**src/rtl/lockin_lpf_decim.sv**
```systemverilog
// Lock-in post-mixer filter: power-of-two accumulate-and-dump, first-order IIR,
// then arithmetic scaling and saturation to OW bits with a one-cycle valid strobe.
module lockin_lpf_decim #(
    parameter int IW     = 32,
    parameter int OW     = 24,
    parameter int MAXLOG = 8,
    parameter int KMAX   = 16
) (
    input  logic                 clk_in,
    input  logic                 rst_in,
    input  logic                 clear_in,
    input  logic                 valid_in,
    input  logic signed [IW-1:0] signal_in,
    input  logic [3:0]           log_n_in,
    input  logic [4:0]           k_in,
    input  logic [3:0]           out_shift_in,
    output logic signed [OW-1:0] signal_out,
    output logic                 valid_out,
    output logic                 ovf_out
);

    localparam int AW = IW + MAXLOG;
    localparam int SW = IW + KMAX + 1;
    localparam logic [3:0] MAXLOG_L = 4'(MAXLOG);
    localparam logic [4:0] KMAX_L   = 5'(KMAX);
    localparam logic signed [IW:0] Z_MAX = (IW+1)'((1 << (OW - 1)) - 1);
    localparam logic signed [IW:0] Z_MIN = ~Z_MAX;

    logic signed [AW-1:0] acc;
    logic [MAXLOG-1:0]    cnt;
    logic [3:0]           log_lat;
    logic signed [IW-1:0] dump;
    logic                 dump_v;
    logic signed [SW-1:0] s;
    logic                 s_v;

    logic [3:0]           log_clamp;
    logic [3:0]           cur_log;
    logic [4:0]           k_c;
    logic [MAXLOG:0]      n_m1;
    logic                 last;
    logic signed [AW-1:0] sum;
    logic signed [SW-1:0] target;
    logic signed [SW:0]   diff;
    logic signed [IW:0]   y;
    logic signed [IW:0]   z;

    // Block length comes from the live input only at block start; otherwise from the latch.
    always_comb begin
        log_clamp = (log_n_in > MAXLOG_L) ? MAXLOG_L : log_n_in;
        cur_log   = (cnt == '0) ? log_clamp : log_lat;
        k_c       = (k_in > KMAX_L) ? KMAX_L : k_in;
        n_m1      = ((MAXLOG+1)'(1) << cur_log) - (MAXLOG+1)'(1);
        last      = ({1'b0, cnt} == n_m1);
        sum       = acc + {{MAXLOG{signal_in[IW-1]}}, signal_in};
        target    = {dump[IW-1], dump, {KMAX{1'b0}}};
        diff      = {target[SW-1], target} - {s[SW-1], s};
        y         = s[SW-1:KMAX];
        z         = y >>> out_shift_in;
    end

    always_ff @(posedge clk_in or negedge rst_in) begin
        if (!rst_in) begin
            acc     <= '0;
            cnt     <= '0;
            log_lat <= '0;
            dump    <= '0;
            dump_v  <= 1'b0;
        end else if (clear_in) begin
            acc     <= '0;
            cnt     <= '0;
            log_lat <= '0;
            dump    <= '0;
            dump_v  <= 1'b0;
        end else begin
            dump_v <= 1'b0;
            if (cnt == '0) begin
                log_lat <= log_clamp;
            end
            if (valid_in) begin
                if (last) begin
                    dump   <= IW'(sum >>> cur_log);
                    dump_v <= 1'b1;
                    acc    <= '0;
                    cnt    <= '0;
                end else begin
                    acc <= sum;
                    cnt <= cnt + MAXLOG'(1);
                end
            end
        end
    end

    // IIR state carries KMAX fractional bits; k = 0 loads the target directly.
    always_ff @(posedge clk_in or negedge rst_in) begin
        if (!rst_in) begin
            s   <= '0;
            s_v <= 1'b0;
        end else if (clear_in) begin
            s   <= '0;
            s_v <= 1'b0;
        end else begin
            s_v <= dump_v;
            if (dump_v) begin
                s <= s + SW'(diff >>> k_c);
            end
        end
    end

    always_ff @(posedge clk_in or negedge rst_in) begin
        if (!rst_in) begin
            signal_out <= '0;
            valid_out  <= 1'b0;
            ovf_out    <= 1'b0;
        end else if (clear_in) begin
            signal_out <= '0;
            valid_out  <= 1'b0;
            ovf_out    <= 1'b0;
        end else begin
            valid_out <= s_v;
            if (s_v) begin
                if (z > Z_MAX) begin
                    signal_out <= {1'b0, {(OW-1){1'b1}}};
                    ovf_out    <= 1'b1;
                end else if (z < Z_MIN) begin
                    signal_out <= {1'b1, {(OW-1){1'b0}}};
                    ovf_out    <= 1'b1;
                end else begin
                    signal_out <= OW'(z);
                end
            end
        end
    end

endmodule

```
**config.mk**
```make
export PLATFORM = sky130hd
export DESIGN_NAME = lockin_lpf_decim
export DESIGN_NICKNAME = d
export VERILOG_FILES = /design/src/rtl/lockin_lpf_decim.sv
export SDC_FILE = /design/constraint.sdc
export NUM_CORES = 1
export LEC_CHECK = 0
export ABC_AREA = 0
export CAP_MARGIN = 15
export CORE_AREA = 2 2 181 183
export DETAILED_ROUTE_END_ITERATION = 7
export DIE_AREA = 0 0 183 185
export DONT_BUFFER_PORTS = 1
export PLACE_DENSITY = 0.79
export SLEW_MARGIN = 30
export SYNTH_ARGS = -nofsm -noshare
export SYNTH_HDL_FRONTEND = slang
export SYNTH_SLANG_ARGS = --single-unit
```
**constraint.sdc**
```tcl
create_clock -name clk_in -period 6.96 [get_ports clk_in]
set_input_delay 0.348 -clock clk_in [delete_from_list [all_inputs] [get_ports clk_in]]
set_output_delay 0.348 -clock clk_in [all_outputs]
set_load 0.02 [all_outputs]
```
======== Word-level counts from Yosys, hierarchy flattened ========
Cells that the tools add are included.
word-level totals
  register bits after elaboration ......... 161
  bits of input ports ..................... 49
  output and inout port bits .............. 26
  word-level logic and storage cells ...... 60
cells by class
  $add $sub $neg .......................... 5
  magnitude comparators ................... 4
  eq/ne operators ......................... 1
  shift-type cells ........................ 4
  multiplexer cells ....................... 28
  reduce and logical (&&, ||, !) cells .... 8
operators by type and width
  operator                                                                            number
  40-bit 2-to-1 mux                                                                   3
  49-bit 2-to-1 mux                                                                   2
  24-bit 2-to-1 mux                                                                   4
  32-bit 2-to-1 mux                                                                   3
  50-bit by 5-bit >>> shifter with 49-bit output                                      1
  48-bit by 49-bit subtractor with 50-bit output                                      1
  49-bit adder                                                                        1
  40-bit adder                                                                        1
  40-bit by 4-bit >>> shifter with 32-bit output                                      1
  33-bit by 24-bit greater-than comparator with 1-bit output (second input constant)  1
  33-bit by 24-bit < comparator with 1-bit output (second input constant)             1
  33-bit by 4-bit >>> shifter with 33-bit output                                      1
  8-bit 2-to-1 mux                                                                    3
  4-bit 2-to-1 mux                                                                    3
  8-bit by 9-bit == test with 1-bit output                                            1
  1-bit 2-to-1 mux                                                                    9
  1-bit by 4-bit << shifter with 9-bit output (first input constant)                  1
  9-bit by 2-bit subtractor with 9-bit output (second input constant)                 1
  8-bit by 1-bit adder with 8-bit output (second input constant)                      1
  8-bit zero test                                                                     1
  2-bit nonzero test                                                                  4
  5-bit greater-than comparator (second input constant)                               1
  5-bit 2-to-1 mux                                                                    1
  4-bit greater-than comparator (second input constant)                               1
  2 further kinds                                                                     3

======== Depth between registers and ports, before layout ========
  depth after elaboration ................. 9
  mapped depth ............................ 27
  depth with buffers taken out ............ 26

======== Worst setup path before layout ========
No wires, ideal clock.
  kind .................................... register to register
  start point ............................. register s[5]
  end point ............................... register s[48]
  library setup time ...................... 0.127 ns
  arrival time ............................ 6.257 ns
  data required time ...................... 6.833 ns
  slack ................................... 0.576 ns
  cell stages (with the launch flop) ...... 26
  buffers on the path ..................... 3
  period minus slack after synthesis ...... 6.384 ns
  cells stage by stage .................... dfrtp_1 > buf_6 > or4_4 > buf_6 > nor4_4 > a21oi_1 > nor3_2 > nor2_1 > o221a_2 > xnor2_1 > a211oi_1 > a31oi_1 > a222oi_1 > a222oi_1 > ha_1 > clkbuf_1 > and4_1 > and3_1 > nand4_1 > a2111oi_0 > o2111ai_1 > a21oi_1 > o211ai_1 > a2111o_1 > nand2_1 > mux2_1
between the ends
  cells in the longest elaborated chain, start to end .. 5
ends and longest elaborated chain
  element                                         RTL line  source
  start: declaration                              34        logic signed [SW-1:0] s;
  start signal: assignment                        105       s <= s + SW'(diff >>> k_c);
  48-bit by 49-bit subtractor with 50-bit output  57        diff = {target[SW-1], target} - {s[SW-1], s};
  50-bit by 5-bit >>> shifter with 49-bit output  105
  49-bit adder (*)                                105
  49-bit 2-to-1 mux (*)                           104       if (dump_v) begin
  49-bit 2-to-1 mux (*)                           99        end else if (clear_in) begin
Every way passes the cells marked *; elsewhere a longest branch is shown, timed or not. The select of a mux whose other input is x is not followed.
A chain may end at the register's enable or synchronous reset.

======== Worst setup path after layout ========
  start point ............................. register dump[0]
  end point ............................... register s[48]
between the ends
  cells in the longest elaborated chain, start to end .. 5
ends and longest elaborated chain
  element                                         RTL line  source
  start: declaration                              32        logic signed [IW-1:0] dump;
  start signal: assignment                        82        dump <= IW'(sum >>> cur_log);
  48-bit by 49-bit subtractor with 50-bit output  57
  50-bit by 5-bit >>> shifter with 49-bit output  105
  49-bit adder                                    105
  49-bit 2-to-1 mux                               104
  49-bit 2-to-1 mux                               99
No other way between the ends. The select of a mux whose other input is x is not followed.

==> summary.md <==
| Metric | Value |
|---|---|
| Crit Path Max Fanout | 6 |
| Violated checks | design-rule violations |
| Biggest area consumer among synthesized cells | dfrtp_1 |
| # Max-Cap Violations | 0 |
| Layout Cells excl Fill | between 2000 and 3000 |
| Initial antenna violation count | 1 |
| Routability Congestion | 1.05 |
| HP Class | in2reg |
| Post-Layout Inst Area | 0.0213 mm2 |
| Worst r2r src | dump[0]$_DFFE_PN0P_ |
| DRC | 1 |
| Post-Place Setup Slack | -0.298 ns |
| Area occupied by multi-input gates | 0.0151 mm2 |
| Detail Route Antenna Nets | 0 |
| Die Y-Extent | around 190 um |
| Largest net degree at the start of global routing | about 160 |
| Post-synth top flop | dfrtp_1 |
| Setup Crit Path Kind | reg2reg |
| P_leak | 9.79 nW |
| Pre-antenna DRT Iters | 8 |
| Fin nets | 2700 |
| Worst path arrival time | 7.12 ns |
| I/O Pins | 75 |
| # diodes | 0 |
| Final hold vios | 0 |
| FF-to-FF setup slack | between 0.15 and 0.2 ns |
| Share of cells above drive strength 1 | 10.5% |
| Synth Cell Area | between 0.015 and 0.02 mm2 |
| Root Buffer | clkbuf_16 |
| Worst EP required | 7.32 ns |
| Area post-placement | between 0.02 and 0.025 mm2 |
| FF-to-FF End | s[48]$_DFFE_PN0P_ |
| Final WL | 70200 um |
| Rel. slew slack | between 30% and 40% |
| Peak supply drop | 206 uV |
| Status | finished with violations |
| Worst-case reg-to-reg path depth | 24 |
| Hold Path Depth | 1 |
| Post-synth net total | about 2800 |
| Seq/Total Area, Yosys | 20.2% |
| Seq. cell area | 0.00403 mm2 |
| Routed wire per std cell | 23.8 um |
| Core ar. | around 0.032 mm2 |
| IO buf count | 0 |
| All-Layer GR Usage | 40.8% |
| Placed cell count | roughly 2900 |
| CP Capture Type | flip-flop |
| Syn avg cell area | about 7.7 um2 |
| Hold_ws | roughly 0.04 ns |
| Ys Warns | 0 |
| Clk_skew | 0.0153 ns |
| Chip width | 183 um |
| H-tree depth | 4 |
| Slew Limit Fails | 0 |
| Tot Pwr | 4.35 mW |
| Final setup fails | 0 |
| Maximum clock insertion buffer count | 2 |
| Die area | roughly 0.034 mm2 |
| HP Start | clear_in |
| Layout fillers | 2758 |
| Vias post-DR | 21000 |
| Detail Placement HPWL | ~52000 um |
| Global-route wire length before repair | 109000 um |
| Async set-reset flop share out of synthesis | between 90% and 100% |
| Setup crit start kind | flip-flop |
| Synth top area share | 20.2% |
| Netlist cell types | 104 |
| Clk_lat worst skew | between 0.4 and 0.5 ns |
| PwrDens | 204 mW/mm2 |
| CTS tree | yes |
| Post-synth EDFFs | 0 |
| Fin crit share | 97.2% |
| Top post-synthesis cells by area | dfrtp_1 20%, ha_1 7.8%, mux2i_1 6.4%, nand2_1 5.8%, a21oi_1 5.4% |
| Clk sink count | 161 |
| Least-Margin Pin Slew | about 1.0 ns |
| Rows | 66 |
| Final min period | 6.76 ns |
| Mapped Cells | between 2000 and 3000 |
| F_max | 148 MHz |
| P&R area growth vs syn | 6.75% |
| Clock transition at the registers of the reported paths | 0.09 ns |
| Seq cells post-synth | 161 |
| Worst hold endpoint | s[37]$_DFFE_PN0P_ |
| Starting DRC count in detailed routing | approximately 2800 |
| Number of global-route vias before repair | around 20000 |
| Vias per cell | 7.14 |
| Gr ovfl total | 0 |
| Initial Util | 62.3% |
| Total CTS buffers | 17 |
| Setup ws final | 0.198 ns |
## critical path: stages (launching register included)
cell       delay, ns
dfrtp_1         0.40
ha_1            0.39
or3b_2          0.55
nor3_2          0.27
a21oi_1         0.14
nor3_2          0.26
nor2_1          0.16
o221a_2         0.33
xnor2_2         0.16
mux4_2          0.48
mux2i_1         0.26
and2_1          0.20
a221oi_1        0.05
ha_1            0.42
and3_2          0.28
and3_1          0.23
nand4_1         0.13
a2111oi_2       0.40
buf_4           0.20
o2111ai_2       0.14
a21oi_2         0.23
o211ai_1        0.15
a2111o_1        0.42
nand2_1         0.07
mux2_1          0.32
## registers in the layout, summed over array words and instances, names as in the netlist, 4 cells and up
signal,flops
cnt,8
s,49
acc,40
signal_out,24
dump,32
log_lat,4
## worst max path at each step
stage	startpoint	endpoint	depth (start not counted)
floorplan	s[5]$_DFFE_PN0P_	s[48]$_DFFE_PN0P_	25
global placement	dump[1]$_DFFE_PN0P_	s[48]$_DFFE_PN0P_	23
detailed placement	dump[1]$_DFFE_PN0P_	s[48]$_DFFE_PN0P_	23
CTS	dump[0]$_DFFE_PN0P_	s[42]$_DFFE_PN0P_	26
global route	dump[0]$_DFFE_PN0P_	s[35]$_DFFE_PN0P_	25
finish	dump[0]$_DFFE_PN0P_	s[48]$_DFFE_PN0P_	24
## per-stage QoR
| stage | TNS, ns | util, % |
|---|---|---|
| 2_1_floorplan | 0 | - |
| 3_3_place_gp | -0.104 | 63.5 |
| 3_5_place_dp | -0.418 | 63.6 |
| 4_1_cts | 0 | 65.8 |
| 5_1_grt | -0.0436 | 66.5 |
| 6_report | 0 | 66.5 |
## cell families after synthesis
family          Yosys count  synth area share [%]
compound gates          885                  30.3
simple gates            855                  19.6
buf+inv                 264                  5.16
mux                     192                  11.8
flops                   161                  20.2
fa+ha+maj               127                  8.04
xor+xnor                111                  4.87
## timing repair
action / CTS / global route
pin swaps: 0 / 6
gates resized for setup: 3 / 33
endpoints found under the setup margin: 2 / 13
hold buffers: 5 / 0
buffers inserted: 0 / 5
endpoints found under the hold margin: 203 / 0
cloned: 0 / 0
## synth_stat cells (9+ instances only)
master / count
or3_1: 15
o21ai_1: 10
ha_1: 125
mux2_2: 30
a21oi_1: 216
nor2b_1: 14
nand3_1: 46
a211oi_1: 41
and2_1: 25
a21boi_0: 9
o211ai_1: 48
buf_2: 19
and3_1: 15
xnor2_1: 66
nor2_1: 270
inv_1: 84
nand2_1: 306
a31oi_1: 27
mux4_2: 31
nor3_1: 53
dfrtp_1: 161
o31ai_1: 21
o21bai_1: 12
a22oi_1: 13
o21a_1: 30
a221oi_1: 20
a311oi_1: 10
or2_2: 14
nand4_1: 33
clkbuf_1: 135
nor4_1: 11
buf_1: 20
o221ai_1: 13
xor2_1: 45
mux2i_1: 128
o22ai_1: 31
a22o_1: 51
nand2b_1: 13
o21ai_0: 146
a21o_1: 64
## power by group
part | switching [mW] | total, mW | leakage (nW) | internal [mW]
Sequential | 0.0328 | 1.01 | 2.22 | 0.978
Combinational | 1.42 | 2.27 | 7.27 | 0.853
Clock | 0.537 | 1.07 | 0.308 | 0.529
Total | 1.99 | 4.35 | 9.79 | 2.36
## final cells by class
type / instances / share of cell area, %
clock buffer: 17 / 2.00
clock inverter: 15 / 0.963
inverter: 88 / 1.55
multi-input combinational: 2170 / 70.8
sequential: 161 / 18.9
tap: 408 / 2.40
timing repair buffer: 86 / 3.31
## routing by layer
metal	wire length, um	share of wire [%]	global-route usage, %
met3	7480	11	10.7
met1	27900	40	51.7
met2	31300	45	64.8
met4	3510	5.0	19.6
met5	0	0	0
## cell usage in the layout (no fill, tap or decap), types with 13 or more instances in the layout
| cell | instances |
|---|---|
| nand2_1 | 303 |
| nor2_1 | 266 |
| a21oi_1 | 213 |
| dfrtp_1 | 159 |
| o21ai_0 | 143 |
| mux2i_1 | 127 |
| ha_1 | 122 |
| inv_1 | 84 |
| buf_4 | 80 |
| a21o_1 | 64 |
| xnor2_1 | 63 |
| nor3_1 | 52 |
| a22o_1 | 51 |
| o211ai_1 | 48 |
| nand3_1 | 46 |
| xor2_1 | 44 |
| a211oi_1 | 38 |
| nand4_1 | 33 |
| mux4_2 | 31 |
| o22ai_1 | 31 |
| mux2_2 | 30 |
| o21a_1 | 30 |
| a31oi_1 | 27 |
| and2_1 | 25 |
| o31ai_1 | 21 |
| a221oi_1 | 20 |
| clkbuf_16 | 17 |
| or3_1 | 15 |
| and3_1 | 14 |
| or2_2 | 14 |
| o221ai_1 | 13 |
| nand2b_1 | 13 |
| a22oi_1 | 13 |
Note: power is estimated with default switching activity, not from simulation.
